## src/rtl/calc_exec_port.sv

```systemverilog
// Single-port command executor: queues held commands in a small FIFO and runs
// add/sub/shl/shr with fixed per-command latency, returning a one-cycle response.
module calc_exec_port #(
    parameter int ADD_LAT    = 3,
    parameter int SHIFT_LAT  = 2,
    parameter int FIFO_DEPTH = 2
) (
    input  logic        c_clk,
    input  logic        reset,
    input  logic [0:3]  hold_prio_req,
    input  logic [0:31] hold_data1,
    input  logic [0:31] hold_data2,
    output logic [0:1]  out_resp,
    output logic [0:31] out_data,
    output logic        busy,
    output logic        drop_err
);

    localparam int MAX_LAT = (ADD_LAT > SHIFT_LAT) ? ADD_LAT : SHIFT_LAT;
    localparam int CNT_W   = (MAX_LAT > 1) ? $clog2(MAX_LAT) : 1;
    localparam int PTR_W   = (FIFO_DEPTH > 1) ? $clog2(FIFO_DEPTH) : 1;
    localparam int FCNT_W  = $clog2(FIFO_DEPTH + 1);

    localparam logic [1:0] RESP_NONE = 2'd0;
    localparam logic [1:0] RESP_OK   = 2'd1;
    localparam logic [1:0] RESP_ERR  = 2'd2;

    typedef struct packed {
        logic [3:0]  cmd;
        logic [31:0] d1;
        logic [31:0] d2;
    } cmd_t;

    typedef enum logic [1:0] {
        IDLE = 2'd0,
        EXEC = 2'd1,
        RESP = 2'd2
    } state_t;

    cmd_t               fifo_mem [FIFO_DEPTH];
    logic [PTR_W-1:0]   rd_ptr_reg;
    logic [PTR_W-1:0]   wr_ptr_reg;
    logic [FCNT_W-1:0]  fifo_count_reg;

    state_t             state_reg;
    state_t             state_next;
    logic [CNT_W-1:0]   cnt_reg;
    logic [CNT_W-1:0]   cnt_next;
    cmd_t               cur_reg;
    logic [1:0]         resp_reg;
    logic [1:0]         resp_next;
    logic [31:0]        data_reg;
    logic [31:0]        data_next;
    logic               drop_reg;

    logic               push_req;
    logic               push_ok;
    logic               pop;
    logic               fifo_empty;
    logic               fifo_full;
    cmd_t               head;
    logic [1:0]         exec_resp;
    logic [31:0]        exec_data;
    logic [32:0]        sum;

    function automatic logic [PTR_W-1:0] ptr_inc(input logic [PTR_W-1:0] p);
        return (p == PTR_W'(FIFO_DEPTH - 1)) ? '0 : p + 1'b1;
    endfunction

    // Counter preload: the EXEC cycle where cnt reaches 0 is the last one.
    function automatic logic [CNT_W-1:0] lat_preload(input logic [3:0] cmd);
        case (cmd)
            4'd1, 4'd2: return CNT_W'(ADD_LAT - 1);
            4'd5, 4'd6: return CNT_W'(SHIFT_LAT - 1);
            default:    return '0;
        endcase
    endfunction

    assign push_req   = (hold_prio_req != 4'd0);
    assign fifo_empty = (fifo_count_reg == '0);
    assign fifo_full  = (fifo_count_reg == FCNT_W'(FIFO_DEPTH));
    assign push_ok    = push_req && (!fifo_full || pop);
    assign head       = fifo_mem[rd_ptr_reg];

    always_ff @(posedge c_clk) begin
        if (push_ok) begin
            fifo_mem[wr_ptr_reg] <= {hold_prio_req, hold_data1, hold_data2};
        end
    end

    always_ff @(posedge c_clk or posedge reset) begin
        if (reset) begin
            rd_ptr_reg     <= '0;
            wr_ptr_reg     <= '0;
            fifo_count_reg <= '0;
            drop_reg       <= 1'b0;
        end else begin
            if (push_ok) begin
                wr_ptr_reg <= ptr_inc(wr_ptr_reg);
            end
            if (pop) begin
                rd_ptr_reg <= ptr_inc(rd_ptr_reg);
            end
            if (push_ok && !pop) begin
                fifo_count_reg <= fifo_count_reg + 1'b1;
            end else if (pop && !push_ok) begin
                fifo_count_reg <= fifo_count_reg - 1'b1;
            end
            if (push_req && !push_ok) begin
                drop_reg <= 1'b1;
            end
        end
    end

    assign sum = {1'b0, cur_reg.d1} + {1'b0, cur_reg.d2};

    always_comb begin
        exec_resp = RESP_ERR;
        exec_data = '0;
        case (cur_reg.cmd)
            4'd1: begin
                if (!sum[32]) begin
                    exec_resp = RESP_OK;
                    exec_data = sum[31:0];
                end
            end
            4'd2: begin
                if (cur_reg.d1 >= cur_reg.d2) begin
                    exec_resp = RESP_OK;
                    exec_data = cur_reg.d1 - cur_reg.d2;
                end
            end
            4'd5: begin
                exec_resp = RESP_OK;
                exec_data = cur_reg.d1 << cur_reg.d2[4:0];
            end
            4'd6: begin
                exec_resp = RESP_OK;
                exec_data = cur_reg.d1 >> cur_reg.d2[4:0];
            end
            default: begin
                exec_resp = RESP_ERR;
                exec_data = '0;
            end
        endcase
    end

    always_comb begin
        state_next = state_reg;
        cnt_next   = cnt_reg;
        pop        = 1'b0;
        resp_next  = RESP_NONE;
        data_next  = '0;
        case (state_reg)
            IDLE: begin
                if (!fifo_empty) begin
                    pop        = 1'b1;
                    cnt_next   = lat_preload(head.cmd);
                    state_next = EXEC;
                end
            end
            EXEC: begin
                if (cnt_reg != '0) begin
                    cnt_next = cnt_reg - 1'b1;
                end else begin
                    resp_next  = exec_resp;
                    data_next  = exec_data;
                    state_next = RESP;
                end
            end
            RESP: begin
                if (!fifo_empty) begin
                    pop        = 1'b1;
                    cnt_next   = lat_preload(head.cmd);
                    state_next = EXEC;
                end else begin
                    state_next = IDLE;
                end
            end
            default: begin
                state_next = IDLE;
            end
        endcase
    end

    always_ff @(posedge c_clk or posedge reset) begin
        if (reset) begin
            state_reg <= IDLE;
            cnt_reg   <= '0;
            cur_reg   <= '0;
            resp_reg  <= RESP_NONE;
            data_reg  <= '0;
        end else begin
            state_reg <= state_next;
            cnt_reg   <= cnt_next;
            resp_reg  <= resp_next;
            data_reg  <= data_next;
            if (pop) begin
                cur_reg <= head;
            end
        end
    end

    assign out_resp = resp_reg;
    assign out_data = data_reg;
    assign busy     = (state_reg != IDLE) || !fifo_empty;
    assign drop_err = drop_reg;

endmodule

```

## config.mk

```make
export PLATFORM = sky130hd
export DESIGN_NAME = calc_exec_port
export DESIGN_NICKNAME = d
export VERILOG_FILES = /design/src/rtl/calc_exec_port.sv
export SDC_FILE = /design/constraint.sdc
export NUM_CORES = 1
export LEC_CHECK = 0
export CORE_MARGIN = 3
export CORE_UTILIZATION = 50
export DETAILED_ROUTE_END_ITERATION = 16
export GPL_TIMING_DRIVEN = 0
export PLACE_DENSITY = 0.79
export SETUP_SLACK_MARGIN = 0.5
export SLEW_MARGIN = 20
export SYNTH_ARGS = -nofsm -noshare
export SYNTH_HDL_FRONTEND = slang
export SYNTH_SLANG_ARGS = --single-unit
```

## constraint.sdc

```tcl
create_clock -name c_clk -period 5.8 [get_ports c_clk]
set_clock_uncertainty 0.15 [all_clocks]
set_input_delay 1.16 -clock c_clk [delete_from_list [all_inputs] [get_ports c_clk]]
set_output_delay 1.16 -clock c_clk [all_outputs]
set_load 0.03 [all_outputs]
```

==> impl_metrics.json, run 1 <==
{
  "worstSetupEndpointType": "register",
  "worstPathArrival_ns": 5.39,
  "fillCellCount": 2684,
  "cp_max_fo": 11,
  "grt.overflow.total": 0,
  "hp-start": "fifo_mem[0][24]",
  "min_to": "cur_reg[24]",
  "synthArstFlopShare_pct": 44.9,
  "avgViaCountPerCell": 6.60,
  "fmax_mhz": 195,
  "largest_reg_flops": 136,
  "fin_crit_ns": 5.13,
  "critical_path_class": "reg -> reg",
  "synthCells": 1613,
  "syn_area_um2": 15900,
  "drive_above_1_share_pct": 7.29,
  "layout_commonest_cell": "nand2_1",
  "core_region_area_um2": 30900,
  "whs_ns": 0.367,
  "avgSynthCellArea_um2": 9.84,
  "num_rows": 64,
  "ys_ff_latch": 247,
  "ff2ff_path_depth": 13,
  "num_io_pins": 106,
  "clock_latency_ns": 0.56,
  "drtAntennaViolNets": 0,
  "worstMarginPinSlew_ns": 1.22,
  "syn-num-nets": 1752,
  "cp.required_ns": 6.06,
  "worstSetupStartpointType": "register",
  "htree_num_levels": 1,
  "cts_tree": "done",
  "grt_pass1_vias": 13900,
  "drc": 0,
  "grt.total_usage_pct": 34.3,
  "rrSetupSlack_ns": 0.67,
  "vias": 14300,
  "setup-tns-final_ns": 0,
  "max_slew_margin_pct": 18.1,
  "area.growth.synth_to_final_pct": 16.2,
  "r2r-end": "out_data[9]",
  "ctsHoldBuffers": 0,
  "antennaDiodeCount": 0,
  "wl_per_cell_um": 27.1,
  "ys_types": 87,
  "synth-edff-count": 136,
  "hold_viol_final": 0,
  "gp_congestion": 1.03,
  "grt_pass1_wl_mm": 87.7,
  "cts-root-buf": "clkbuf_16",
  "drt_iter0_markers": 1703,
  "postCtsSetupBuffers": 0,
  "antenna_found_initial": 0,
  "hold_path_class": "reg -> reg",
  "rsz0062_at_grt": "false",
  "synth_flop_cell": "edfxtp_1",
  "portBuffers": 105,
  "place_ws_ns": 0.319,
  "nets": 1889,
  "regToRegStartpoint": "cur_reg[1]",
  "fin_crit_sh_pct": 88.4,
  "drv_cap": 0,
  "layout_setup_ws_ns": 0.675,
  "grt_max_degree": 62,
  "hold_path_depth": 2,
  "setup_viol": 0,
  "initial_core_util_pct": 51.3,
  "dieArea_um2": 33900,
  "ys_warn_count": 0,
  "die_w_um": 184,
  "die_h_um": 184,
  "first_pass_iters": 5,
  "cts.sinks": 247,
  "slew_viol_final": 0,
  "finalWirelength_mm": 58.6,
  "ys_seq_area_share_pct": 43.2,
  "clock_path_buffers": 3,
  "status": "completed",
  "cts-buffers-inserted": 25,
  "final_cell_mix": "nand2_1 (159), o21ai_0 (150), edfxtp_1 (136)",
  "place_hpwl_mm": 45.5,
  "clk_pin_slew_worst_paths_ns": 0.06
}
## how the worst max path moves through the flow
stage,startpoint,to,depth (start not counted)
CTS,cur_reg[2],out_data[9],15
finish,cur_reg[1],out_data[9],13
detailed placement,cur_reg[2],out_data[3],15
global placement,hold_prio_req[2],fifo_mem[0][38],4
floorplan,hold_prio_req[2],fifo_mem[0][0],3
global route,cur_reg[1],out_data[11],13
## critical path, cell delays in order, from the launching register on
cell and delay, ns:
dfrtp_1 0.51, inv_1 0.12, clkbuf_1 0.57, clkbuf_1 0.60
fa_1 0.48, o21bai_4 0.13, a2111oi_4 0.42, o41ai_4 0.19
o2111ai_2 0.30, nand4_4 0.21, a31oi_4 0.43, buf_2 0.38
a22oi_1 0.13, a21oi_1 0.37
## logic make-up after synthesis
kind of cell / share of synthesized area (%)
XOR/XNOR: 1.93
multiplexers: 11.6
adder cells (fa/ha/maj): 5.54
AND/OR/NAND/NOR: 11.1
buffers and inverters: 4.63
flip-flops: 43.2
AO/OA/AOI/OAI: 21.9
## through the flow
step | instance area [µm²] | util (%) | cells
after floorplan | 15900 | - | 1613
after global placement | 17400 | 56.3 | 2114
after detailed placement | 17500 | 56.7 | 2119
after CTS | 18400 | 59.6 | 2165
after global routing | 18400 | 59.6 | 2165
final | 18400 | 59.6 | 2165
## synthesized netlist by cell type, drive strengths merged, types with 6 or more instances
library cell  count  area share, %
edfxtp          136             26
mux4             22            3.1
inv              78            1.8
a22oi             8           0.38
o2bb2ai           6           0.33
o211ai           13           0.68
nor2b            19           0.76
mux2              9           0.64
o21a              8           0.38
and2              6           0.24
o221ai            7           0.39
o21bai           14           0.73
o22a              6           0.33
o22ai            30            1.2
mux2i           125            7.9
nor4              9           0.35
nand2           160            3.8
nand4             8           0.41
xor2              7           0.39
a31oi            32            1.4
o2111ai           7           0.43
and3              9           0.35
dfrtp           111             18
a2111oi           6           0.49
o41ai             9           0.54
a211oi           23            1.1
xnor2            28            1.5
ha               67            5.3
a21oi           118            3.7
nor3             20           0.63
nand2b           14           0.55
o31ai            14           0.84
o21ai           158            5.0
nor2            116            2.8
a221oi            8           0.48
a21boi            7           0.33
nand3            19           0.60
buf              33            1.1
a21o             17           0.80
clkbuf           70            1.7
## cell type report
cell class                      instances  area, µm²  area share [%]
Buffer                                103        437            2.37
Multi-Input combinational cell       1183       8320            45.1
Clock inverter                          9        144           0.781
Timing Repair Buffer                  110       1150            6.22
Inverter                               80        305            1.66
Clock buffer                           37        722            3.92
Tap cell                              396        495            2.69
Sequential cell                       247       6860            37.2
## routing by layer
metal,global-route usage [%],wire length (µm),vias to the layer above
met5,0,0,-
met4,10.3,2210,0
met3,6.34,5240,112
met2,54.3,26200,762
met1,48.5,25000,7117
li1,-,-,6296
## timing repair
item / 4_1_cts / 5_1_grt
gates resized for setup: 2 / 4
pin swaps: 0 / 0
endpoints found under the setup margin: 8 / 30
Power of run 1 is not shown: default switching activity piles up to over one toggle a cycle in this logic, so the estimate is an artifact.
==> inputs of run 2 (changes only) <==
--- a/config.mk
+++ b/config.mk
@@ -8,7 +8,6 @@
 export CORE_MARGIN = 3
 export CORE_UTILIZATION = 50
 export DETAILED_ROUTE_END_ITERATION = 16
-export GPL_TIMING_DRIVEN = 0
 export PLACE_DENSITY = 0.79
 export SETUP_SLACK_MARGIN = 0.5
 export SLEW_MARGIN = 20
==> impl_metrics.json, run 2 (synthesis gave the netlist of run 1 again) <==
{
  "worstPathArrival_ns": 4.40,
  "layout_commonest_cell": "nand2_1",
  "cts_resized": 0,
  "postCtsSetupBuffers": 0,
  "cts-buffers-inserted": 27,
  "drc": 0,
  "drive_above_1_share_pct": 7.53,
  "antenna_found_initial": 0,
  "worstSetupStartpointType": "register",
  "largest_reg_flops": 136,
  "regToRegStartpoint": "cur_reg[2]",
  "initial_core_util_pct": 51.3,
  "num_rows": 64,
  "cts_tree": "done",
  "gp_congestion": 1.00,
  "cp_max_fo": 64,
  "critical_path_class": "reg -> reg",
  "clock_path_buffers": 3,
  "die_w_um": 184,
  "fillCellCount": 2684,
  "max_slew_margin_pct": 26.6,
  "rsz0062_at_grt": "false",
  "clock_latency_ns": 0.55,
  "r2r-end": "out_data[7]",
  "ff2ff_path_depth": 11,
  "setup-tns-final_ns": 0,
  "slew_viol_final": 0,
  "hold_path_class": "reg -> reg",
  "die_h_um": 184,
  "crit_path_cell_trace": "buf_4 -> ha_1 -> o21bai_4 -> a2111oi_4 -> o41ai_2 -> o2111ai_2 -> nand4_4 -> a31oi_4 -> a22o_1 -> o21ai_0 -> a41oi_1",
  "worstSetupEndpointType": "register",
  "clk_pin_slew_worst_paths_ns": 0.07,
  "num_io_pins": 106,
  "grt_pass1_wl_mm": 76.1,
  "dieArea_um2": 33900,
  "hold_path_depth": 2,
  "grt_max_degree": 139,
  "wl_per_cell_um": 24.1,
  "vias": 13200,
  "slowest_stage": "o41ai_2",
  "area.growth.synth_to_final_pct": 13.5,
  "place_hpwl_mm": 36.7,
  "portBuffers": 105,
  "fmax_mhz": 241,
  "antennaDiodeCount": 0,
  "worstMarginPinSlew_ns": 1.09,
  "finalWirelength_mm": 50.1,
  "first_pass_iters": 6,
  "final_cell_mix": "nand2_1 (159), o21ai_0 (149), edfxtp_1 (136)",
  "rrSetupSlack_ns": 1.64,
  "crit_path_max_incr_delay_ns": 0.67,
  "hold_viol_final": 0,
  "nets": 1805,
  "cts.sinks": 247,
  "status": "completed",
  "drtAntennaViolNets": 0,
  "cp.required_ns": 6.04,
  "grt.overflow.total": 0,
  "ctsHoldBuffers": 0,
  "cts-root-buf": "clkbuf_16",
  "critPathCapture": "out_data[7]",
  "grt_pass1_vias": 12800,
  "crit_start": "cur_reg[2]",
  "htree_num_levels": 1,
  "grt.total_usage_pct": 28.9,
  "fin_crit_sh_pct": 71.6,
  "fin_crit_ns": 4.16,
  "avgViaCountPerCell": 6.35,
  "setup_viol": 0,
  "drt_iter0_markers": 1569,
  "core_region_area_um2": 30900,
  "drv_cap": 0
}
==> run 2: cell types whose count changed in the layout (fill, tap and decap cells not counted), sizes merged <==
cell      change
buf          -16
clkinv        +4
clkinvlp      -1
bufinv        -3
clkbuf       -69
inv           +3
==> run 2: worst min path at each step <==
| stage | startpoint | end | slack (ns) |
|---|---|---|---|
| after global routing | drop_err | drop_err | 0.35 |
| after global placement | drop_err | drop_err | 0.31 |
| final | drop_err | drop_err | 0.34 |
| after floorplan | wr_ptr_reg | wr_ptr_reg | 0.31 |
| after detailed placement | drop_err | drop_err | 0.32 |
| after CTS | drop_err | drop_err | 0.34 |
==> run 2: stage by stage <==
stage               util (%)  setup slack [ns]  std cells  hold WS (ns)  instance area [µm²]
floorplan                  -             0.677       1613         0.305                15900
global placement        55.6              1.77       2033         0.311                17200
detailed placement      55.6              1.74       2033         0.323                17200
CTS                     58.2              1.73       2083         0.339                18000
global route            58.2              1.42       2083         0.354                18000
finish                  58.2              1.64       2083         0.339                18000
==> run 2: layout make-up <==
cell class	instances	area, µm²	share of cell area [%]
Timing Repair Buffer	127	1220	6.78
Inverter	80	303	1.68
Clock inverter	12	87.6	0.487
Tap cell	396	495	2.75
Clock buffer	38	727	4.04
Multi-Input combinational cell	1183	8300	46.1
Sequential cell	247	6870	38.2
==> run 2: per-layer routing <==
| metal | vias up | track usage [%] | routed length, µm |
|---|---|---|---|
| met2 | 637 | 45.7 | 22700 |
| met5 | - | 0 | 0 |
| met4 | 0 | 9.65 | 1820 |
| met3 | 97 | 4.91 | 4080 |
| li1 | 6126 | - | - |
| met1 | 6377 | 40.6 | 21500 |
==> run 2: critical path: cells and delay by family, from the launching register on <==
kind | cells | cell delay [ns]
AOI/OAI and AO/OA | 8 | 2.39
adders and majority gates | 1 | 0.31
buffers and inverters | 1 | 0.58
DFF | 1 | 0.35
and+or+nand+nor | 1 | 0.17
Power of run 2 is left out for the same reason.
==> RTL change 1, RTL diff (settings of run 2) <==
Make the reset (`reset`) synchronous in 2 clocked blocks.
--- a/src/rtl/calc_exec_port.sv
+++ b/src/rtl/calc_exec_port.sv
@@ -90,3 +90,3 @@
 
-    always_ff @(posedge c_clk or posedge reset) begin
+    always_ff @(posedge c_clk) begin
         if (reset) begin
@@ -185,3 +185,3 @@
 
-    always_ff @(posedge c_clk or posedge reset) begin
+    always_ff @(posedge c_clk) begin
         if (reset) begin
Behaviour: differs if reset is asserted again (counterexample within 4 cycles, from zero or initial values and one cycle with reset high); with reset held inactive, the same outputs for 4 cycles.
==> RTL change 1 against run 2 <==
- critical path depth is 2 higher
- sequential cell count increased by 1
- synthesized cell count grew 1.9%
- design area shrank 2.0%
- die area is 1.4% lower
- routed wire length fell by 1.5%
- synthesized area shrank 1.4%
- setup slack lost 0.064 ns
- core utilization shrank 0.85 points
- largest cell class unchanged
==> RTL change 1: results (changes against run 2) <==
Parameter                              Value

Global routing
  Largest net degree at the start of global routing ... 79 (-43%)
  Global-route usage over all layers ... 28.8% (-0.073 points)
  Wire length of the first global-routing pass ... 75300 um (-1.1%)
  Antenna violations before repair ... 1 (+1)
  Via count of the first global-routing pass ... 12700 (-1.3%)

Worst setup path
  Cell with the biggest individual delay on the critical path ... sky130_fd_sc_hd__dfxtp_4
  Arrival time reported for the critical path endpoint ... 4.48 ns (+0.08 ns)
  Number of cells on the worst reg-to-reg path ... 13 (+2)
  Reg2reg end ... out_data[17]
  Max Fanout on Critical Path ... 34 (-47%)
  Startpoint of the most critical register-to-register path ... cur_reg[1]

Routing
  Post-detailed-routing wire length ... 49400 um (-1.5%)
  Number of iterations in the first detailed-routing pass ... 5 (-1)
  Routed via count divided by cell count ... 6.39 (+0.59%)
  Drt first-iter violations ... 1529 (-2.5%)

Synthesis
  Post-synth EDFFs ... 136 (unchanged)
  Number of library cell types mapped by synthesis ... 102 (+17%)
  Most used DFF post-synth ... sky130_fd_sc_hd__edfxtp_1
  Share of synthesized area occupied by flip-flops and latches ... 40.4% (-2.8 points)
  Top post-synthesis cells by area ... sky130_fd_sc_hd__edfxtp_1 (26%), sky130_fd_sc_hd__dfxtp_1 (14%), sky130_fd_sc_hd__mux2i_1 (7.6%)
  Synth async-reset ratio ... 0% (-45 points)
  Total nets after synthesis ... 1783 (+1.8%)

Layout
  Share of post-route cells with drive strength above 1 ... 8.84% (+1.3 points)
  Filler instances ... 2720 (+1.3%)
  Count of antenna diodes in the layout ... 0 (unchanged)

Place
  Half-perimeter wire length after detailed placement ... 36800 um (+0.49%)
  Final weighted congestion of routability-driven global placement ... 1.01 (+1.1%)
  Worst setup slack after placement ... 1.66 ns (-0.0756 ns)

Min path
  Endpoint, Worst Hold ... drop_err
  Hold wc startpoint ... drop_err

Pwr
  Switch Pwr ... 5.70 mW

Run status
  Run status ... completed

Timing
  Max-slew headroom ... 22.3% (-4.3 points)
[RTL change 1: worst min-delay path, cell delays in order (launching register included)]
cell                      delay [ns]
sky130_fd_sc_hd__dfxtp_1        0.33
sky130_fd_sc_hd__a21oi_1        0.04
sky130_fd_sc_hd__nor2_1         0.08
[RTL change 1: worst max path at each step]
stage                     start        endpoint  slack, ns  cells past startpoint
6_report             cur_reg[1]    out_data[17]       1.58                     13
5_1_grt              cur_reg[1]    out_data[17]       1.40                     13
4_1_cts              cur_reg[1]    out_data[17]       1.64                     13
3_5_place_dp         cur_reg[1]    out_data[17]       1.66                     13
3_3_place_gp         cur_reg[1]    out_data[17]       1.76                     13
2_1_floorplan  hold_prio_req[2]  fifo_mem[0][0]       1.30                      2
[RTL change 1: final cells by class]
class                           instances  area, um^2  area share, %
Inverter                               74         278           1.57
Multi-Input combinational cell       1203        8440           47.8
Timing Repair Buffer                  133        1260           7.12
Clock inverter                         11         108          0.610
Clock buffer                           39         731           4.14
Sequential cell                       248        6340           35.9
Tap cell                              396         495           2.81
[RTL change 1: kinds of logic after synthesis]
logic type	synth area share (%)
mux	10.7
fa+ha+maj	5.62
xor+xnor	1.06
simple gates	13.1
flops	40.4
compound gates	23.2
buf+inv	5.78
[RTL change 1: through the flow]
| stage | hold slack, ns | utilization [%] | area, um^2 | std cells |
|---|---|---|---|---|
| after floorplan | 0.307 | - | 15600 | 1644 |
| after global placement | 0.310 | 54.7 | 16800 | 2054 |
| after detailed placement | 0.309 | 54.7 | 16800 | 2054 |
| after CTS | 0.333 | 57.4 | 17600 | 2104 |
| after global routing | 0.372 | 57.4 | 17600 | 2104 |
| final | 0.334 | 57.4 | 17600 | 2104 |
[RTL change 1: metal layers]
| metal | wire length, um | GRT usage [%] | vias up | share of wire [%] |
|---|---|---|---|---|
| met4 | 1930 | 10.2 | 2 | 3.9 |
| li1 | - | - | 6266 | - |
| met3 | 4460 | 5.04 | 115 | 9.0 |
| met5 | 11 | 0 | - | 0.022 |
| met2 | 21500 | 43.7 | 698 | 43 |
| met1 | 21500 | 41.6 | 6368 | 44 |
[RTL change 1: power groups by stage]
stage / logic (mW) / registers [mW] / clock network, mW
after detailed placement: 6.62 / 2.89 / 0
after CTS: 6.66 / 2.85 / 1.67
after floorplan: 5.09 / 2.62 / 0
final: 6.85 / 2.86 / 1.63
after global placement: 6.60 / 2.86 / 0
after global routing: 7.41 / 2.91 / 1.73
==> RTL change 2, RTL diff (flow settings as in run 2) <==
Made on the original files. Change the parameter `ADD_LAT` from 3 to 6.
--- a/src/rtl/calc_exec_port.sv
+++ b/src/rtl/calc_exec_port.sv
@@ -3,3 +3,3 @@
 module calc_exec_port #(
-    parameter int ADD_LAT    = 3,
+    parameter int ADD_LAT    = 6,
     parameter int SHIFT_LAT  = 2,
Check against the original RTL: not equivalent (Yosys sat finds a counterexample within 10 cycles, from zero or initial values and one cycle with reset high).
==> RTL change 2 against run 2 <==
- design area is 0.67% higher
- sequential cell count is 1 higher
- via count is 1.0% higher
- fmax is 0.62% higher
- largest cell class unchanged
- synthesized area is 0.41% higher
- global-route usage is 0.15 points higher
- sequential share of layout area is 0.14 points lower
- setup slack better by 0.026 ns
- highest routed layer is now met5
- routed wire length hardly changed
- core utilization is 0.24 points higher
Power is left out: the tool's default activity adds up to more than one toggle a clock period on the data nets, which glitch-free logic cannot reach.
==> RTL change 2: results (changes against run 2) <==
Parameter                              Value

Run status
  Run status ... completed

Synthesis
  Share of synthesized area occupied by flip-flops and latches ... 43.2% (about the same)
  Post-synth EDFFs ... 136 (unchanged)
  Number of library cell types mapped by synthesis ... 88 (+1.1%)
  Most instantiated cells after synthesis ... sky130_fd_sc_hd__nand2_1 (172), sky130_fd_sc_hd__o21ai_0 (139), sky130_fd_sc_hd__edfxtp_1 (136)
  Top post-synthesis cells by area ... sky130_fd_sc_hd__edfxtp_1 (26%), sky130_fd_sc_hd__dfrtp_1 (18%), sky130_fd_sc_hd__mux2i_1 (8.2%)
  Synth async-reset ratio ... 45.2% (+0.22 points)

Timing
  Pin slew with the least headroom to its limit ... 1.20 ns (+0.108 ns)

Layout
  Number of nets at the end of the flow ... 1832 (+1.5%)
  Max FFs per register ... 136 (unchanged)
  Share of post-route cells with drive strength above 1 ... 8.17% (+0.64 points)

Global routing
  Antenna violations before repair ... 2 (+2)
  Wire length of the first global-routing pass ... 76200 um (about the same)
  Global-route usage over all layers ... 29.0% (+0.15 points)
  Largest net degree at the start of global routing ... 84 (-40%)
  Via count of the first global-routing pass ... 12600 (-1.6%)

Routing
  Drt first-iter violations ... 1556 (-0.83%)
  Post-detailed-routing wire length ... 50100 um (about the same)

Worst setup path
  Max Fanout on Critical Path ... 29 (-55%)
  Reg2reg end ... out_data[8]
  Arrival time reported for the critical path endpoint ... 4.42 ns (+0.02 ns)
  Slack of the worst reg-to-reg path ... 1.67 ns (+0.03 ns)
  Startpoint of the most critical register-to-register path ... cur_reg[1]

Place
  Standard cell area after detailed placement ... 17200 um^2 (+0.30%)
  Half-perimeter wire length after detailed placement ... 37200 um (+1.4%)
  Worst setup slack after placement ... 1.76 ns (+0.0251 ns)
  Final weighted congestion of routability-driven global placement ... 1.03 (+2.9%)

Clocking
  Latest clock arrival within the worst-skew pair ... 0.57 ns (+0.02 ns)
## RTL change 2: changes by cell type after synthesis, sizes merged, moves of 7 or more
cell / change
a31oi: -7
nor3: +19
mux2: +21
clkbuf: -9
a221oi: +8
nor2: +18
o21ai: -17
nand3: -8
buf: +13
mux4: -7
nand2: +12
or3: +18
## RTL change 2: through the flow
step	hold WS (ns)	instances
2_1_floorplan	0.305	1646
3_3_place_gp	0.306	2059
3_5_place_dp	0.337	2059
4_1_cts	0.341	2109
5_1_grt	0.358	2109
6_report	0.338	2109
## RTL change 2: worst max path at each step
| stage | startpoint | to | slack [ns] | depth (start not counted) |
|---|---|---|---|---|
| final | cur_reg[1] | out_data[8] | 1.67 | 11 |
| after global routing | cur_reg[1] | out_data[8] | 1.39 | 11 |
| after floorplan | hold_prio_req[2] | fifo_mem[0][0] | 0.68 | 3 |
| after global placement | cur_reg[1] | out_data[8] | 1.86 | 11 |
| after detailed placement | hold_prio_req[1] | fifo_mem[1][40] | 1.76 | 5 |
| after CTS | cur_reg[1] | out_data[8] | 1.76 | 11 |
## RTL change 2: worst max-delay path, stage by stage (launching register included)
cell,delay [ns]
sky130_fd_sc_hd__dfrtp_2,0.75
sky130_fd_sc_hd__inv_1,0.19
sky130_fd_sc_hd__fa_1,0.51
sky130_fd_sc_hd__o21bai_2,0.21
sky130_fd_sc_hd__a2111oi_2,0.13
sky130_fd_sc_hd__nor4_2,0.53
sky130_fd_sc_hd__o21ai_2,0.13
sky130_fd_sc_hd__a21oi_1,0.29
sky130_fd_sc_hd__a41o_4,0.33
sky130_fd_sc_hd__a21oi_4,0.20
sky130_fd_sc_hd__a2111oi_0,0.46
sky130_fd_sc_hd__nor3_1,0.10
## RTL change 2: layout make-up
class | count | area [um^2]
fill | 2666 | 12900
multi-input combinational | 1219 | 8370
sequential | 248 | 6890
timing repair buffer | 124 | 1210
clock buffer | 33 | 708
tap | 396 | 495
inverter | 72 | 273
clock inverter | 17 | 180
## RTL change 2: logic make-up after synthesis
kind of cell / count (synthesis) / share of synthesized area, %
flip-flops: 248 / 43.2
multiplexers: 176 / 12.5
AO/OA/AOI/OAI: 457 / 18.2
AND/OR/NAND/NOR: 474 / 13.7
XOR/XNOR: 42 / 2.31
adder cells (fa/ha/maj): 70 / 5.59
buffers and inverters: 179 / 4.48
## RTL change 2: per-layer routing
| metal | global-route usage [%] | up-vias | part of all wire, % |
|---|---|---|---|
| li1 | - | 6136 | - |
| met1 | 41.7 | 6464 | 43 |
| met2 | 45.2 | 673 | 45 |
| met3 | 4.64 | 97 | 8.6 |
| met4 | 9.19 | 4 | 3.7 |
| met5 | 0 | - | 0.048 |
